`config.mk`:
```
export PLATFORM = sky130hd
export DESIGN_NAME = result_logger_flat
export DESIGN_NICKNAME = d
export VERILOG_FILES = /design/src/rtl/result_logger_if.sv /design/src/rtl/result_logger.sv /design/src/flat_wrapper.sv
export SDC_FILE = /design/constraint.sdc
export NUM_CORES = 1
export LEC_CHECK = 0
export CAP_MARGIN = 20
export CORE_MARGIN = 2
export CORE_UTILIZATION = 56
export CTS_CLUSTER_DIAMETER = 30
export DETAILED_ROUTE_END_ITERATION = 16
export GPL_ROUTABILITY_DRIVEN = 0
export PLACE_DENSITY = 0.86
export SYNTH_ARGS = -nofsm -noshare
export SYNTH_HDL_FRONTEND = slang
export SYNTH_SLANG_ARGS = --single-unit
```
`constraint.sdc`:
```
create_clock -name clk -period 5 [get_ports clk]
set_input_delay 1.5 -clock clk [delete_from_list [all_inputs] [get_ports clk]]
set_output_delay 1.5 -clock clk [all_outputs]
set_load 0.01 [all_outputs]
```
`src/rtl/result_logger_if.sv`:
```
// rtl/result_logger_if.sv - valid/ready output handshake of the result logger FIFO
interface result_logger_if;
    logic        out_valid;
    logic        out_ready;
    logic [16:0] out_data;

    modport master (
        output out_valid,
        output out_data,
        input  out_ready
    );

    modport slave (
        input  out_valid,
        input  out_data,
        output out_ready
    );
endinterface

```
`src/rtl/result_logger.sv`:
```
// rtl/result_logger.sv - logs changed altitude/battery results into a FWFT FIFO with low-battery alarm
module result_logger #(
    parameter int                 DEPTH     = 4,
    parameter logic signed [15:0] BATT_LOW  = 16'sd100,
    parameter int                 ALARM_CNT = 3
) (
    input  logic                       clk,
    input  logic                       rst,
    input  logic [15:0]                result_a,
    input  logic [15:0]                result_b,
    input  logic                       clear_status,
    result_logger_if.master            out_if,
    output logic [$clog2(DEPTH):0]     fifo_count,
    output logic                       overflow,
    output logic [7:0]                 drop_count,
    output logic                       batt_alarm
);
    localparam int               AW        = $clog2(DEPTH);
    localparam logic [AW:0]      DEPTH_C   = (AW+1)'(DEPTH);
    localparam logic [3:0]       ALARM_MAX = 4'(ALARM_CNT);

    logic [15:0]   prev_a_q, prev_a_d;
    logic [15:0]   prev_b_q, prev_b_d;
    logic [3:0]    low_cnt_q, low_cnt_d;
    logic          batt_alarm_q, batt_alarm_d;
    logic          overflow_q, overflow_d;
    logic [7:0]    drop_count_q, drop_count_d;
    logic [AW-1:0] wr_ptr_q, wr_ptr_d;
    logic [AW-1:0] rd_ptr_q, rd_ptr_d;
    logic [AW:0]   count_q, count_d;
    logic [16:0]   mem_q [DEPTH];
    logic [16:0]   mem_d [DEPTH];

    logic          chg_a, chg_b, push, push_b, pop, full, accept, drop;
    logic [16:0]   push_data;

    // Change detection, push arbitration (A before B), FIFO update, drop and alarm accounting
    always_comb begin
        chg_a        = (result_a != prev_a_q);
        chg_b        = (result_b != prev_b_q);
        push         = chg_a || chg_b;
        push_b       = !chg_a && chg_b;
        push_data    = chg_a ? {1'b0, result_a} : {1'b1, result_b};
        pop          = (count_q != '0) && out_if.out_ready;
        full         = (count_q == DEPTH_C);
        accept       = push && (!full || pop);
        drop         = push && !accept;

        prev_a_d     = prev_a_q;
        prev_b_d     = prev_b_q;
        low_cnt_d    = low_cnt_q;
        batt_alarm_d = batt_alarm_q;
        overflow_d   = overflow_q;
        drop_count_d = drop_count_q;
        wr_ptr_d     = wr_ptr_q;
        rd_ptr_d     = rd_ptr_q;
        count_d      = count_q;
        mem_d        = mem_q;

        // The previous value advances even on a drop so the same value is never retried
        if (chg_a) begin
            prev_a_d = result_a;
        end else if (chg_b) begin
            prev_b_d = result_b;
        end

        if (accept) begin
            mem_d[wr_ptr_q] = push_data;
            wr_ptr_d        = wr_ptr_q + AW'(1);
        end
        if (pop) begin
            rd_ptr_d = rd_ptr_q + AW'(1);
        end
        case ({accept, pop})
            2'b10:   count_d = count_q + (AW+1)'(1);
            2'b01:   count_d = count_q - (AW+1)'(1);
            default: count_d = count_q;
        endcase

        if (drop) begin
            overflow_d = 1'b1;
            if (drop_count_q != 8'hFF) begin
                drop_count_d = drop_count_q + 8'd1;
            end
        end

        // Every battery push attempt counts toward the alarm, accepted or dropped
        if (push_b) begin
            if ($signed(result_b) < BATT_LOW) begin
                if (low_cnt_q != ALARM_MAX) begin
                    low_cnt_d = low_cnt_q + 4'd1;
                end
                if (low_cnt_d == ALARM_MAX) begin
                    batt_alarm_d = 1'b1;
                end
            end else begin
                low_cnt_d = 4'd0;
            end
        end

        // Status clear wins over same-cycle alarm/drop accounting; FIFO is untouched
        if (clear_status) begin
            low_cnt_d    = 4'd0;
            batt_alarm_d = 1'b0;
            overflow_d   = 1'b0;
            drop_count_d = 8'd0;
        end
    end

    // State register with asynchronous reset; queued entries are discarded on reset
    always_ff @(posedge clk or posedge rst) begin
        if (rst) begin
            prev_a_q     <= '0;
            prev_b_q     <= '0;
            low_cnt_q    <= '0;
            batt_alarm_q <= 1'b0;
            overflow_q   <= 1'b0;
            drop_count_q <= '0;
            wr_ptr_q     <= '0;
            rd_ptr_q     <= '0;
            count_q      <= '0;
            for (int i = 0; i < DEPTH; i++) begin
                mem_q[i] <= '0;
            end
        end else begin
            prev_a_q     <= prev_a_d;
            prev_b_q     <= prev_b_d;
            low_cnt_q    <= low_cnt_d;
            batt_alarm_q <= batt_alarm_d;
            overflow_q   <= overflow_d;
            drop_count_q <= drop_count_d;
            wr_ptr_q     <= wr_ptr_d;
            rd_ptr_q     <= rd_ptr_d;
            count_q      <= count_d;
            mem_q        <= mem_d;
        end
    end

    assign out_if.out_valid = (count_q != '0);
    assign out_if.out_data  = mem_q[rd_ptr_q];
    assign fifo_count       = count_q;
    assign overflow         = overflow_q;
    assign drop_count       = drop_count_q;
    assign batt_alarm       = batt_alarm_q;
endmodule

```
`src/flat_wrapper.sv`:
```
// flat-port wrapper written by rule: the top's interface ports become plain ports
module result_logger_flat 
#(
    parameter int                 DEPTH     = 4,
    parameter logic signed [15:0] BATT_LOW  = 16'sd100,
    parameter int                 ALARM_CNT = 3
)
  (clk, rst, result_a, result_b, clear_status, fifo_count, overflow, drop_count, batt_alarm, out_if_out_valid, out_if_out_data, out_if_out_ready);
  result_logger_if out_if_i ();
  input  logic clk;
  input  logic rst;
  input  logic [15:0] result_a;
  input  logic [15:0] result_b;
  input  logic clear_status;
  output logic [$clog2(DEPTH):0] fifo_count;
  output logic overflow;
  output logic [7:0] drop_count;
  output logic batt_alarm;
  output wire logic [$bits(out_if_i.out_valid)-1:0] out_if_out_valid;
  output wire logic [$bits(out_if_i.out_data)-1:0] out_if_out_data;
  input wire logic [$bits(out_if_i.out_ready)-1:0] out_if_out_ready;
  assign out_if_out_valid = out_if_i.out_valid;
  assign out_if_out_data = out_if_i.out_data;
  assign out_if_i.out_ready = out_if_out_ready;
  result_logger #(.DEPTH(DEPTH), .BATT_LOW(BATT_LOW), .ALARM_CNT(ALARM_CNT)) u_core (.clk(clk), .rst(rst), .result_a(result_a), .result_b(result_b), .clear_status(clear_status), .out_if(out_if_i), .fifo_count(fifo_count), .overflow(overflow), .drop_count(drop_count), .batt_alarm(batt_alarm));
endmodule
```
==> flow_summary.json, run 1 <==
{
  "ir_worst_vdd_mv": 0.272,
  "dp_hpwl_mm": 8.49,
  "crit_path_end_kind": "output pin",
  "total_power_mw": 4.16,
  "synthesis.nets": 530,
  "postCtsSetupBuffers": 0,
  "critPathLaunchType": "flop",
  "clockRootBuffer": "clkbuf_8",
  "synthMuxAreaShare_pct": 14.1,
  "fin_crit_ns": 4.09,
  "path_cells": "buf_4, mux4_2, clkdlybuf4s50_1",
  "outcome": "complete, no violations",
  "grt.total_usage_pct": 25.7,
  "yosysUniqueCellTypes": 40,
  "nFillCells": 653,
  "yosysSeqAreaShare_pct": 54.1,
  "drive_gt1_share_pct": 16.4,
  "wirelength_mm": 13.0,
  "ios": 67,
  "maxCapViolCount": 0,
  "areaGrowthSynthToFinish_pct": 24.3,
  "viasPerCell": 5.81,
  "cp_max_fo": 10,
  "critPathSlowestCell": "dfrtp_1",
  "die_height_um": 104,
  "grt_pass1_vias": 4229,
  "tritoncts": "done",
  "fp-row-count": 36,
  "firstDrtPassIters": 4,
  "synth_xor_area_share_pct": 6.26,
  "yosysTopAreaCell": "dfrtp_1",
  "clk_latency_ns": 0.51,
  "core-area_um2": 9730,
  "yosysTopAreaCellShare_pct": 54.1,
  "overflow": 0,
  "clk_path_buf_depth": 2,
  "whs_ns": 0.502,
  "numCtsBuffers": 17,
  "initial_utilization_pct": 57.6,
  "wl_per_cell_um": 18.9,
  "regToRegSetupSlack_ns": 2.31,
  "n_antenna_cell": 0,
  "synth_top_family_by_area": "multiplexers",
  "path_clk_slew_ns": 0.06,
  "max_slew_margin_pct": 52.1,
  "syn_area_per_cell_um2": 11.5,
  "drtIter0Drc": 263,
  "post-route-period-util_pct": 81.8,
  "drv_slew": 0,
  "cts_resized": 0,
  "leakage_nw": 2.84,
  "final_core_util_pct": 71.5,
  "synth-adder-area-share_pct": 1.92,
  "tns_ns": 0,
  "rsz0062_at_grt": "false",
  "synthesis.area_um2": 5600,
  "timing_hold_violations_final": 0,
  "synth-edff-count": 0,
  "die-area_um2": 10800,
  "drc": 0,
  "synth-compound-area-share_pct": 9.61,
  "grt_pass1_wl_mm": 21.8,
  "powerDensity_nw_per_um2": 598,
  "synthArstFlopShare_pct": 100,
  "ant_nets": 0,
  "antenna_found_initial": 0,
  "cts_sinks": 121,
  "cpPeakStageDelay_ns": 0.70,
  "dpl_worst_slack_ns": 0.717,
  "worst_pin_slew_ns": 0.719,
  "grt_max_degree": 66,
  "skew_ns": 0.00728,
  "setup_viol": 0,
  "nets": 587,
  "setup_slack_ns": 0.908,
  "min_path_type": "reg2reg",
  "syn_inst": 486,
  "ys.flop_type": "dfrtp_1",
  "holdBufCountCts": 0,
  "cp.arrival_ns": 2.59,
  "worstSetupPathType": "reg2out",
  "yosysWarnings": 0,
  "max_freq_mhz": 244,
  "numPortBuffers": 66,
  "synthSimpleGateAreaFrac_pct": 10.6,
  "synth-seq-cells": 121,
  "dr_total_vias": 4004,
  "htreeDepth": 4,
  "die_x_um": 104,
  "critPathRequiredTime_ns": 3.50,
  "netlist_top_cells_area": "dfrtp_1 (54%), mux4_2 (6.8%), a21oi_1 (6.6%), xnor2_1 (5.6%), nor2_1 (4.8%)"
}
flip-flops by register name, summed over array words and instances (netlist names), 2 cells and up:
register and cells:
u_core.drop_count 8, u_core.fifo_count 3, u_core.low_cnt_q 4, u_core.mem_q 68, u_core.prev_a_q 16, u_core.prev_b_q 16
u_core.rd_ptr_q 2, u_core.wr_ptr_q 2
per-layer routing:
metal / part of all wire [%] / track usage [%] / vias up
met5: 0 / 0 / -
met4: 2.5 / 9.56 / 0
met3: 5.2 / 5.01 / 29
met2: 51 / 42.7 / 147
met1: 41 / 33.9 / 2022
li1: - / - / 1806
stage by stage:
step	instance area (um2)	cells
2_1_floorplan	5600	486
3_3_place_gp	6380	657
3_5_place_dp	6380	657
4_1_cts	6960	689
5_1_grt	6960	689
6_report	6960	689
final timing paths:
kind,startpoint,cells past startpoint,endpoint
min in group asynchronous,rst,2,u_core.mem_q[32]
hold / removal,u_core.batt_alarm,1,u_core.batt_alarm
max in group asynchronous,rst,3,u_core.mem_q[4]
setup / recovery,u_core.rd_ptr_q[0],3,out_if_out_data[1]
setup reg to reg,u_core.prev_a_q[15],7,u_core.low_cnt_q[3]
hold reg to reg,u_core.batt_alarm,1,u_core.batt_alarm
worst max-delay path: cells and delay by family (launching register included):
kind,cells,cell delay (ns)
DFF,1,0.70
muxes,1,0.55
buffers and inverters,2,0.84
final cells by class:
type | count | area (um2) | share of cell area, %
flip-flops and latches | 121 | 3030 | 43.5
well taps | 133 | 166 | 2.39
clock inverters | 15 | 168 | 2.41
clock buffers | 17 | 414 | 5.95
repair buffers | 76 | 748 | 10.8
inverters | 10 | 40.0 | 0.575
multi-input cells | 317 | 2390 | 34.4
cell usage in the layout (no fill, tap or decap), types with 3 or more instances in the layout:
cell,netlist,routed
inv_1,10,9
xor2_1,4,4
clkinv_4,0,5
nor2_1,71,71
clkbuf_16,0,16
mux2_2,20,20
nand3_1,6,6
inv_6,0,5
a21oi_2,0,4
dfrtp_1,121,121
nand4_1,9,9
mux4_2,17,17
clkdlybuf4s50_1,0,66
a21oi_1,74,70
o21ai_0,4,4
nand2_1,12,12
ha_1,7,7
or3_1,4,4
xnor2_1,36,36
nor2b_1,3,3
nor4b_1,3,3
mux2i_1,18,18
buf_4,0,9
a31oi_1,4,4
cell usage after synthesis (6+ instances only):
cell type / count
dfrtp_1: 121
nor2_1: 71
nand4_1: 9
a21oi_1: 74
xnor2_1: 36
nand2_1: 12
nand3_1: 6
mux2i_1: 18
clkbuf_1: 33
ha_1: 7
inv_1: 10
mux2_2: 20
mux4_2: 17
power by group:
group	total [mW]	internal, mW	switching [mW]
Clock	1.19	0.719	0.469
Combinational	1.48	0.748	0.727
Sequential	1.50	1.28	0.214
Total	4.16	2.75	1.41
cells by family after synthesis:
family,after synthesis
xor+xnor,40
mux,55
simple gates,120
fa+ha+maj,8
flops,121
buf+inv,48
compound gates,94
Note: power is estimated with default switching activity, not from simulation.
==> run 2: changes to the inputs <==
==> constraint.sdc (replaced) <==
create_clock -name clk -period 4.01 [get_ports clk]
set_input_delay 1.203 -clock clk [delete_from_list [all_inputs] [get_ports clk]]
set_output_delay 1.203 -clock clk [all_outputs]
set_load 0.01 [all_outputs]
==> run 2 against run 1 <==
  * Clock-buffer cell count stayed put
  * Non-clock buffer count up 4
  * Worst hold slack barely moved
  * Critical path type unchanged
  * Die area stayed put
  * Clock skew increased by 0.0042 ns
  * Clock power increased by 25%
  * Critical endpoint is now out_if_out_data[8]
  * Cell area increased by 0.49%
  * Critical path depth unchanged
  * Global-route usage grew 0.19 points
  * Highest routed layer unchanged
  * Register-to-register slack got worse by 0.89 ns
==> flow_summary.json, run 2 (synthesis gave the netlist of run 1 again) <==
{
  "outcome": "complete, no violations",
  "dp_hpwl_mm": 8.49,
  "skew_ns": 0.0115,
  "max_slew_margin_pct": 54.1,
  "dp.cells": 661,
  "clockRootBuffer": "clkbuf_8",
  "htreeDepth": 4,
  "fp-row-count": 36,
  "path_cells": "buf_4, mux4_2, clkdlybuf4s50_1",
  "worst_pin_slew_ns": 0.687,
  "nets": 591,
  "cts_sinks": 121,
  "clk_latency_ns": 0.52,
  "maxCapViolCount": 0,
  "grt_max_degree": 55,
  "viasPerCell": 5.93,
  "initial_utilization_pct": 57.6,
  "reg2reg_depth": 11,
  "tns_ns": 0,
  "regMostFlops": "u_core.mem_q",
  "grt_pass1_wl_mm": 22.0,
  "grt.total_usage_pct": 25.9,
  "die-area_um2": 10800,
  "nFillCells": 651,
  "antenna_found_initial": 0,
  "fin_crit_ns": 3.61,
  "path_clk_slew_ns": 0.06,
  "drtIter0Drc": 277,
  "layout.cells.non_filler": 693,
  "setup_viol": 0,
  "crit_path_end_kind": "output pin",
  "wl_per_cell_um": 18.9,
  "tritoncts": "done",
  "postCtsSetupBuffers": 0,
  "overflow": 0,
  "r2r_start": "u_core.prev_b_q[3]",
  "numPortBuffers": 66,
  "clk_path_buf_depth": 2,
  "numCtsBuffers": 17,
  "worstSetupPathDepth": 3,
  "startpoint": "u_core.rd_ptr_q[1]",
  "cp_max_fo": 12,
  "critPathSlowestCell": "dfrtp_1",
  "rsz0062_at_grt": "false",
  "max_freq_mhz": 277,
  "regToRegSetupSlack_ns": 1.42,
  "timing_hold_violations_final": 0,
  "cpPeakStageDelay_ns": 0.77,
  "critPathLaunchType": "flop",
  "post-route-period-util_pct": 90.1,
  "design_area_um2": 6990,
  "critPathRequiredTime_ns": 2.81,
  "endpoint": "out_if_out_data[8]",
  "ir_worst_vdd_mv": 0.421,
  "path_delay_family": "buffers and inverters",
  "areaGrowthSynthToFinish_pct": 24.9,
  "dpl_worst_slack_ns": 0.169,
  "cp.arrival_ns": 2.41,
  "holdBufCountCts": 0,
  "dr_total_vias": 4109,
  "placed_area_um2": 6410,
  "cts_resized": 0,
  "drc": 0,
  "firstDrtPassIters": 6,
  "layout_commonest_cell": "dfrtp_1",
  "ios": 67,
  "worst_r2r_endpoint": "u_core.fifo_count[2]",
  "ant_nets": 0,
  "drv_slew": 0,
  "top_regs": "u_core.mem_q x68, u_core.prev_a_q x16, u_core.prev_b_q x16",
  "powerDensity_nw_per_um2": 743,
  "crit_buf_inv": 2,
  "setup_slack_ns": 0.399,
  "final_cell_mix": "dfrtp_1 (121), nor2_1 (71), a21oi_1 (70)",
  "die_x_um": 104,
  "drive_gt1_share_pct": 17.0,
  "die_height_um": 104,
  "grt_pass1_vias": 4284,
  "core-area_um2": 9730,
  "wirelength_mm": 13.1,
  "n_antenna_cell": 0,
  "min_path_type": "reg2reg",
  "leakage_nw": 2.86,
  "largest_reg_flops": 68,
  "worstSetupPathType": "reg2out"
}
## run 2: cell types whose count changed in the layout (fill, tap and decap cells not counted)
cell	delta
inv_6	+1
inv_8	+5
inv_4	-1
clkinv_4	-5
clkinvlp_4	+1
buf_4	+4
bufinv_16	-1
clkinv_2	-1
clkinv_8	+1
## run 2: per-layer routing
layer	routed length [um]	share of wire [%]	track usage [%]
met1	5280	40	33.3
met2	6830	52	43.6
met3	867	6.6	7.02
met4	140	1.1	7.24
met5	0	0	0
## run 2: worst min-delay path by stage
stage / start / slack [ns] / depth (start not counted) / endpoint
after global routing: u_core.batt_alarm / 0.52 / 1 / u_core.batt_alarm
after CTS: u_core.batt_alarm / 0.51 / 1 / u_core.batt_alarm
after floorplan: u_core.mem_q[33] / 0.48 / 1 / u_core.mem_q[33]
final: u_core.batt_alarm / 0.50 / 1 / u_core.batt_alarm
after global placement: u_core.batt_alarm / 0.48 / 1 / u_core.batt_alarm
after detailed placement: u_core.batt_alarm / 0.48 / 1 / u_core.batt_alarm
## run 2: final cells by class
class	instances	area [um2]	share of cell area [%]
Timing Repair Buffer	80	778	11.1
Clock buffer	17	414	5.92
Sequential cell	121	3030	43.3
Clock inverter	15	170	2.43
Inverter	10	41.3	0.590
Multi-Input combinational cell	317	2390	34.2
Tap cell	133	166	2.38
## run 2: worst register-to-register path, delay by kind of cell (launching register included)
kind / cells / cell delay [ns]
AOI/OAI and AO/OA: 1 / 0.20
xor gates and xnor gates: 3 / 0.54
adders and majority gates: 2 / 0.55
buffers and inverters: 2 / 0.15
DFF: 1 / 0.39
and+or+nand+nor: 3 / 0.65
## run 2: report_power, final
part | total (mW) | leakage (nW) | switching (mW) | internal [mW]
clock | 1.49 | 0.283 | 0.636 | 0.859
combinational | 1.86 | 1.13 | 0.920 | 0.938
sequential | 1.84 | 1.45 | 0.243 | 1.60
total | 5.20 | 2.86 | 1.80 | 3.40
## run 2: through the flow
step                      util [%]  power, mW  hold slack, ns
after floorplan                  -       2.95           0.475
after global placement        65.9       3.58           0.480
after detailed placement      65.9       3.69           0.480
after CTS                     71.9       5.21           0.507
after global routing          71.9       5.48           0.519
final                         71.9       5.20           0.502
